File: config.mk
export PLATFORM = sky130hd
export DESIGN_NAME = cdc_fifo_gray_src_mc
export DESIGN_NICKNAME = d
export VERILOG_FILES = /design/src/rtl/cdc_gray_pkg.sv /design/src/rtl/cdc_gray_src_slice.sv /design/src/rtl/cdc_fifo_gray_src_mc.sv
export SDC_FILE = /design/constraint.sdc
export NUM_CORES = 2
export LEC_CHECK = 0
export ABC_CLOCK_PERIOD_IN_PS = 44100
export CELL_PAD_IN_SITES_DETAIL_PLACEMENT = 0
export CELL_PAD_IN_SITES_GLOBAL_PLACEMENT = 1
export CORE_AREA = 2 2 642 644
export DETAILED_ROUTE_END_ITERATION = 6
export DIE_AREA = 0 0 644 646
export GPL_ROUTABILITY_DRIVEN = 0
export PLACE_DENSITY_LB_ADDON = 0.05
export SLEW_MARGIN = 20
export SYNTH_ARGS = -nofsm -noshare
export SYNTH_HDL_FRONTEND = slang
export SYNTH_SLANG_ARGS = --single-unit
File: constraint.sdc
create_clock -name src_clk_i -period 44.1 [get_ports src_clk_i]
set_input_delay 8.82 -clock src_clk_i [delete_from_list [all_inputs] [get_ports src_clk_i]]
set_output_delay 8.82 -clock src_clk_i [all_outputs]
set_load 0.05 [all_outputs]
File: src/rtl/cdc_gray_pkg.sv
// Gray-code helpers shared by the source-side async FIFO pointer logic.
// Functions work on a 32-bit container; callers cast to the pointer width.
package cdc_gray_pkg;

    function automatic int unsigned ptr_width(int unsigned log_depth);
        return log_depth + 1;
    endfunction

    function automatic logic [31:0] bin2gray(logic [31:0] bin);
        return bin ^ (bin >> 1);
    endfunction

    // Zero-extended inputs convert correctly because the unused upper bits stay 0.
    function automatic logic [31:0] gray2bin(logic [31:0] gray);
        logic [31:0] bin;
        bin = gray;
        for (int i = 30; i >= 0; i--) begin
            bin[i] = bin[i + 1] ^ gray[i];
        end
        return bin;
    endfunction

endpackage

File: src/rtl/cdc_gray_src_slice.sv
// One channel of the write side of a gray-pointer async FIFO: storage, write
// pointer, read-pointer synchroniser, full/fill/almost-full status.
import cdc_gray_pkg::*;

module cdc_gray_src_slice #(
    parameter int DataWidth        = 64,
    parameter int LogDepth         = 2,
    parameter int SyncStages       = 2,
    parameter int AlmostFullThresh = 2**LogDepth - 1
) (
    input  logic                               clk_i,
    input  logic                               rst_i,
    input  logic [DataWidth-1:0]               data_i,
    input  logic                               valid_i,
    output logic                               ready_o,
    output logic [LogDepth:0]                  fill_o,
    output logic                               almost_full_o,
    output logic [(2**LogDepth)*DataWidth-1:0] mem_o,
    output logic [LogDepth:0]                  wptr_o,
    input  logic [LogDepth:0]                  rptr_i
);

    localparam int PtrW  = ptr_width(LogDepth);
    localparam int Depth = 2**LogDepth;
    // Full when the two top gray bits differ and the rest match.
    localparam logic [PtrW-1:0] FullMask = PtrW'(2'b11) << (PtrW - 2);

    logic [PtrW-1:0]      wptr_bin_q;
    logic [PtrW-1:0]      wptr_bin_d;
    logic [PtrW-1:0]      wptr_gray_q;
    logic [PtrW-1:0]      wptr_gray_d;
    (* async_reg = "true" *)
    logic [PtrW-1:0]      rptr_sync_q [SyncStages];
    logic [DataWidth-1:0] mem_q [Depth];

    logic [PtrW-1:0] rptr_sync_gray;
    logic [PtrW-1:0] rptr_sync_bin;
    logic [PtrW-1:0] fill;
    logic            full;
    logic            write;

    always_comb begin
        rptr_sync_gray = rptr_sync_q[SyncStages-1];
        rptr_sync_bin  = PtrW'(gray2bin(32'(rptr_sync_gray)));
        full           = ((wptr_gray_q ^ rptr_sync_gray) == FullMask);
        write          = valid_i && !full;
        wptr_bin_d     = write ? wptr_bin_q + PtrW'(1) : wptr_bin_q;
        wptr_gray_d    = PtrW'(bin2gray(32'(wptr_bin_d)));
        fill           = wptr_bin_q - rptr_sync_bin;
    end

    always_ff @(posedge clk_i or posedge rst_i) begin
        if (rst_i) begin
            wptr_bin_q  <= '0;
            wptr_gray_q <= '0;
            for (int i = 0; i < SyncStages; i++) begin
                rptr_sync_q[i] <= '0;
            end
        end else begin
            wptr_bin_q     <= wptr_bin_d;
            wptr_gray_q    <= wptr_gray_d;
            rptr_sync_q[0] <= rptr_i;
            for (int i = 1; i < SyncStages; i++) begin
                rptr_sync_q[i] <= rptr_sync_q[i-1];
            end
        end
    end

    always_ff @(posedge clk_i or posedge rst_i) begin
        if (rst_i) begin
            for (int i = 0; i < Depth; i++) begin
                mem_q[i] <= '0;
            end
        end else if (write) begin
            mem_q[wptr_bin_q[LogDepth-1:0]] <= data_i;
        end
    end

    assign ready_o       = !full;
    assign fill_o        = fill;
    assign almost_full_o = (fill >= PtrW'(AlmostFullThresh));
    assign wptr_o        = wptr_gray_q;

    for (genvar s = 0; s < Depth; s++) begin : g_slot
        assign mem_o[s*DataWidth +: DataWidth] = mem_q[s];
    end

endmodule

File: src/rtl/cdc_fifo_gray_src_mc.sv
// Write halves of NumChan independent gray-pointer async FIFOs in one clock
// domain; each channel is a self-contained slice with no shared state.
import cdc_gray_pkg::*;

module cdc_fifo_gray_src_mc #(
    parameter int NumChan          = 5,
    parameter int DataWidth        = 64,
    parameter int LogDepth         = 2,
    parameter int SyncStages       = 2,
    parameter int AlmostFullThresh = 2**LogDepth - 1
) (
    input  logic                                       src_clk_i,
    input  logic                                       src_rst_i,
    input  logic [NumChan*DataWidth-1:0]               src_data_i,
    input  logic [NumChan-1:0]                         src_valid_i,
    output logic [NumChan-1:0]                         src_ready_o,
    output logic [NumChan*(LogDepth+1)-1:0]            src_fill_o,
    output logic [NumChan-1:0]                         src_almost_full_o,
    output logic [NumChan*(2**LogDepth)*DataWidth-1:0] async_data_o,
    output logic [NumChan*(LogDepth+1)-1:0]            async_wptr_o,
    input  logic [NumChan*(LogDepth+1)-1:0]            async_rptr_i
);

    localparam int PtrW  = ptr_width(LogDepth);
    localparam int ChanW = (2**LogDepth) * DataWidth;

    for (genvar c = 0; c < NumChan; c++) begin : g_chan
        cdc_gray_src_slice #(
            .DataWidth       (DataWidth),
            .LogDepth        (LogDepth),
            .SyncStages      (SyncStages),
            .AlmostFullThresh(AlmostFullThresh)
        ) u_slice (
            .clk_i        (src_clk_i),
            .rst_i        (src_rst_i),
            .data_i       (src_data_i[c*DataWidth +: DataWidth]),
            .valid_i      (src_valid_i[c]),
            .ready_o      (src_ready_o[c]),
            .fill_o       (src_fill_o[c*PtrW +: PtrW]),
            .almost_full_o(src_almost_full_o[c]),
            .mem_o        (async_data_o[c*ChanW +: ChanW]),
            .wptr_o       (async_wptr_o[c*PtrW +: PtrW]),
            .rptr_i       (async_rptr_i[c*PtrW +: PtrW])
        );
    end

endmodule

# Word-level counts from Yosys, hierarchy flattened
# Index checks and enable logic that the tools add are counted.
classes:
  reduce_logical: 15
  n_mux: 20
  n_addsub: 10
  order_cmp: 15
  bitwise: 25
  eq_ne: 5
op_table:
  columns: ["op", "count"]
  rows:
  - ["$bwmux 256", 5]
  - ["$demux 64 s2", 5]
  - ["$mux 64", 5]
  - ["$add 3x1->3 const B", 5]
  - ["$eq 3x3->1 const B", 5]
  - ["$ge 3x2->1 const B", 5]
  - ["$ge 3x3->1 const B", 5]
  - ["$lt 3x1->1 const B", 5]
  - ["$mux 3", 5]
  - ["$not 2->3", 5]
  - ["$sub 3x3->3", 5]
  - ["$xor 3x2->3", 5]
  - ["$xor 3x3->3", 5]
  - ["$logic_and 1x1->1", 10]
  - ["$xor 1x1->1", 10]
  - ["$logic_not 1->1", 5]
word_totals:
  wordCells: 130
  in_bits: 342
  register_bits: 1340
  output_inout_bits: 1320

# Longest topological paths before layout
depth:
  depth_word: 6
  depth_mapped: 7
  ltp_nobuf: 6

# Hierarchy
# Synthesis repeated with hierarchy kept, for this count alone.
hier_totals:
  cells_unflattened: 2914
  hier_area_um2: 50950.1
by_module_without_submodules:
  columns: ["mod", "instances", "area_per_inst_um2", "seq_area_each_um2", "cells_per_inst"]
  rows:
  - ["cdc_gray_src_slice at g_chan[0].u_slice ...", 4, 10131.0, 6681.4, 583]
  - ["cdc_gray_src_slice at g_chan[1].u_slice", 1, 10426.2, 6681.4, 582]

# Least setup slack after synthesis
# OpenSTA, ideal clock, no wires.
synth_path:
  path_kind: "reg2out"
  start: "register g_chan[1].u_slice.rptr_sync_q (netlist bit g_chan[1].u_slice.rptr_sync_gray[2])"
  end: "output src_almost_full_o[1]"
  path_stages_with_launch: 8
  t_required_ps: 35280
  t_arrival_ps: 2498
  setup_slack_ps: 32782
  n_path_buf: 1
  path_cell_list: "dfrtp_1 xor2_1 xor2_1 ha_1 fa_1 xor2_1 a21o_1 buf_4"
synth_via:
  elab_chain_len: 4
synth_rtl:
  columns: ["item", "line_no", "rtl"]
  rows:
  - ["start, declared", "cdc_gray_src_slice.sv:33", "logic [PtrW-1:0] rptr_sync_q [SyncStages];"]
  - ["start signal, assigned by index", "cdc_gray_src_slice.sv:64", "rptr_sync_q[i] <= rptr_sync_q[i-1];"]
  - ["$xor 1x1->1 (2 in series)", "cdc_gray_pkg.sv:18", "bin[i] = bin[i + 1] ^ gray[i];"]
  - ["$sub 3x3->3 (*)", "cdc_gray_src_slice.sv:49", "fill = wptr_bin_q - rptr_sync_bin;"]
  - ["named net src_fill_o[5]", "cdc_fifo_gray_src_mc.sv:17", "output logic [NumChan*(LogDepth+1)-1:0] src_fill_o,"]
  - ["$ge 3x2->1 (*)", "cdc_gray_src_slice.sv:81", "assign almost_full_o = (fill >= PtrW'(AlmostFullThresh));"]
  - ["end, declared", "cdc_fifo_gray_src_mc.sv:18", "output logic [NumChan-1:0] src_almost_full_o,"]
# Mark *: on every way through the listed nets, which the timed path passes. The rest lies on a longest branch.

# Worst setup path after layout
layout_path:
  start: "register g_chan[1].u_slice.rptr_sync_q (netlist bit g_chan[1].u_slice.rptr_sync_gray[2])"
  end: "output src_almost_full_o[1]"
layout_via:
  elab_chain_len: 4
layout_rtl:
  columns: ["item", "line_no"]
  rows:
  - ["$xor 1x1->1 (2 in series)", "cdc_gray_pkg.sv:18"]
  - ["$sub 3x3->3 (*)", "cdc_gray_src_slice.sv:49"]
  - ["$ge 3x2->1 (*)", "cdc_gray_src_slice.sv:81"]
# Every way passes the cells marked *; elsewhere a longest branch is shown, timed or not.

==> out/qor.txt <==
number of hold-repair buffers added at the cts stage = 0
DRT Pass-1 Iters = 4
die span in x = 644 um
DRC violation count after routing = 0
clock slew at reported path FFs = 60 ps
Required @ worst endpoint = 35280 ps
GRT Residual Overflow = 0
cell accounting for the most synthesized area = sky130_fd_sc_hd__dfrtp_1
clock sink total = 1335
Hold Path End = g_chan[3].u_slice.rptr_sync_gray[2]$_DFF_PP0_
starting density of the core = 13.6%
register-to-register path setup slack = 40770 ps
share of post-route cells with drive strength above 1 = 32.4%
ranking of synthesized cells by area = sky130_fd_sc_hd__dfrtp_1 (60%), sky130_fd_sc_hd__mux2_4 (25%), sky130_fd_sc_hd__mux2_2 (6.3%)
antenna violations before repair = 116
number of clock buffers inserted by TritonCTS = 194
maximum clock path buffer count = 4
worst reg2reg path depth = 6
headroom to the max-slew limit = 31.5%
RSZ-0062 raised after global routing = no
vias per inst = 3.18
share of the synthesized area in the top cell type = 60.3%
area added between synthesis and finish = 50.1%
commonest cells in the synthesized netlist = sky130_fd_sc_hd__dfrtp_1 (1335), sky130_fd_sc_hd__mux2_4 (920), sky130_fd_sc_hd__mux2_2 (311)
setup skew after layout = 38.2 ps
highest fanout seen on the critical path = 4
worst setup path class = flip-flop to primary output
vias after detailed routing = 32800
minimum clock period = 12640 ps
count of buffers added by post-CTS timing repair for setup = 0
number of synthesized register bits = 1335
net count of the mapped netlist = 3346
count of input and output buffers = 1661
Final Hold Fails = 0
type of element launching the critical path = flip-flop
critical path data arrival time = 3820 ps
Fin Setup TNS = 0 ps
remaining antenna violation count after routing = 0
Min-Delay Startpoint = g_chan[3].u_slice.rptr_sync_q[5]$_DFF_PP0_
dpl hpwl = 221000 um
number of flops mapped to enable cells by yosys = 0
Yosys warning total = 0
Placed Instances = 9971
maximum number of pins on one net before global-route repair = 134
drt initial violations = 1245
DIE HEIGHT = 646 um
Async S/R FF share, synth = 100%
Layout Nets = 5089
FF-to-FF Start = g_chan[0].u_slice.wptr_bin_q[2]$_DFF_PP0_
wire length reported by the detailed router = 293000 um
number of instances resized during post-cts repair = 0
final clock period utilization by the worst path = 28.7%
fill cell total of the finished layout = 43700
placed cell areas = 0.0769 sq mm
top flip-flop cell by instance count after synthesis = sky130_fd_sc_hd__dfrtp_1
design area = 0.0832 sq mm
number of max-cap violations = 0
CTS tree = done
measured slew at the worst slew-check pin = 1030 ps
kind of end point of the critical path = primary output
type of the tightest min-delay check = flip-flop to flip-flop
number of slew-limit violations in the final report = 0
area enclosed by the die boundary = 0.416 sq mm
number of standard cells in the layout, taps in and fillers out = 10300
fraction of the yosys area taken by sequential cells = 60.3%
most frequent cell after synthesis = sky130_fd_sc_hd__dfrtp_1
worst skew pair latency = 890 ps
mean cell area of the mapped netlist = 18.6 sq um
area inside the core boundary = 0.409 sq mm
post-synth design cell area = 0.0554 sq mm
Min-Delay Path Depth = 0
Clk Tree Root Cell = sky130_fd_sc_hd__clkbuf_16
row cnt = 235
status = complete, no violations
routed wire length per instance = 28.3 um
post-synthesis instance total = 2974
worst-case hold slack = 347 ps
via count of the first global-routing pass = 35600
All-Layer GR Usage = 13.6%
H-tree depth = 4
Synth cell types = 37
top-level I/O count = 1662
wire length of the first global-routing pass = 383000 um
Critical R2R Capture = g_chan[0].u_slice.mem_o[189]$_DFFE_PP0P_
highest attainable clock frequency = 79.1 MHz
setup-violating endpoint count in the final report = 0
## critical path, stage by stage, from the launching register on
cell	delay [ps]
sky130_fd_sc_hd__dfrtp_1	460
sky130_fd_sc_hd__xor2_1	310
sky130_fd_sc_hd__xor2_1	110
sky130_fd_sc_hd__ha_1	200
sky130_fd_sc_hd__fa_1	370
sky130_fd_sc_hd__xor2_1	230
sky130_fd_sc_hd__a21o_1	200
sky130_fd_sc_hd__clkdlybuf4s50_1	1040
## routing by layer
layer	track usage, %	vias up	part of all wire, %	wire (um)
li1	-	14000	-	-
met4	3.29	56	2.7	7930
met2	25.0	1218	52	153000
met5	0	-	0.13	373
met3	5.71	469	8.9	26000
met1	14.3	17100	36	106000
## cell usage in the layout, fill, tap and decap left out, drive strengths merged, types with 6 or more instances in the layout
master,Yosys,final
a21o,6,6
a31oi,8,8
and2,19,19
buf,156,42
bufinv,0,7
clkbuf,0,315
clkdlybuf4s50,0,1661
clkinv,0,19
dfrtp,1335,1335
diode,0,16
ha,25,25
inv,26,31
mux2,1281,1281
nand2,17,17
o21ai,9,9
xnor2,18,18
xor2,33,33
## area by class of cell
| class | instances | area (sq um) | area share, % |
|---|---|---|---|
| Antenna cell | 16 | 40.0 | 0.0481 |
| Clock buffer | 315 | 5810 | 6.99 |
| Clock inverter | 32 | 464 | 0.558 |
| Inverter | 26 | 101 | 0.122 |
| Multi-Input combinational cell | 1457 | 19500 | 23.5 |
| Sequential cell | 1335 | 33400 | 40.1 |
| Tap cell | 5451 | 6820 | 8.20 |
| Timing Repair Buffer | 1703 | 17000 | 20.5 |
## registers in the layout, indices dropped and copies added (netlist names)
| signal | count |
|---|---|
| g_chan.u_slice.mem_o | 1280 |
| g_chan.u_slice.rptr_sync_gray | 15 |
| g_chan.u_slice.rptr_sync_q | 15 |
| g_chan.u_slice.wptr_bin_q | 15 |
| g_chan.u_slice.wptr_o | 10 |
## kinds of logic after synthesis
logic type                 share of synthesized area [%]
AOI/OAI and AO/OA                                  0.643
xor gates and xnor gates                           0.887
adders and majority gates                          0.745
buffers and inverters                               4.58
DFF                                                 60.3
muxes                                               32.3
and+or+nand+nor                                    0.546
## stage by stage
| step | worst slack [ps] | utilization, % |
|---|---|---|
| final | 31460 | 20.4 |
| after global routing | 31230 | 20.4 |
| after CTS | 31280 | 20.3 |
| after detailed placement | 30940 | 18.8 |
| after global placement | 30920 | 18.8 |
| after floorplan | 16820 | - |
## worst max-delay path by stage
stage                                                   from                                       end  slack (ps)
2_1_floorplan                                      src_rst_i    g_chan[0].u_slice.mem_o[0]$_DFFE_PP0P_       16820
3_3_place_gp                                       src_rst_i  g_chan[2].u_slice.mem_o[138]$_DFFE_PP0P_       30920
3_5_place_dp                                       src_rst_i  g_chan[2].u_slice.mem_o[138]$_DFFE_PP0P_       30940
4_1_cts        g_chan[1].u_slice.rptr_sync_gray[2]$_DFF_PP0_                      src_almost_full_o[1]       31280
5_1_grt        g_chan[4].u_slice.rptr_sync_gray[2]$_DFF_PP0_                      src_almost_full_o[4]       31230
6_report       g_chan[1].u_slice.rptr_sync_gray[2]$_DFF_PP0_                      src_almost_full_o[1]       31460
Power is not shown: default switching activity piles up to over one toggle a cycle in this logic, so the estimate is an artifact.
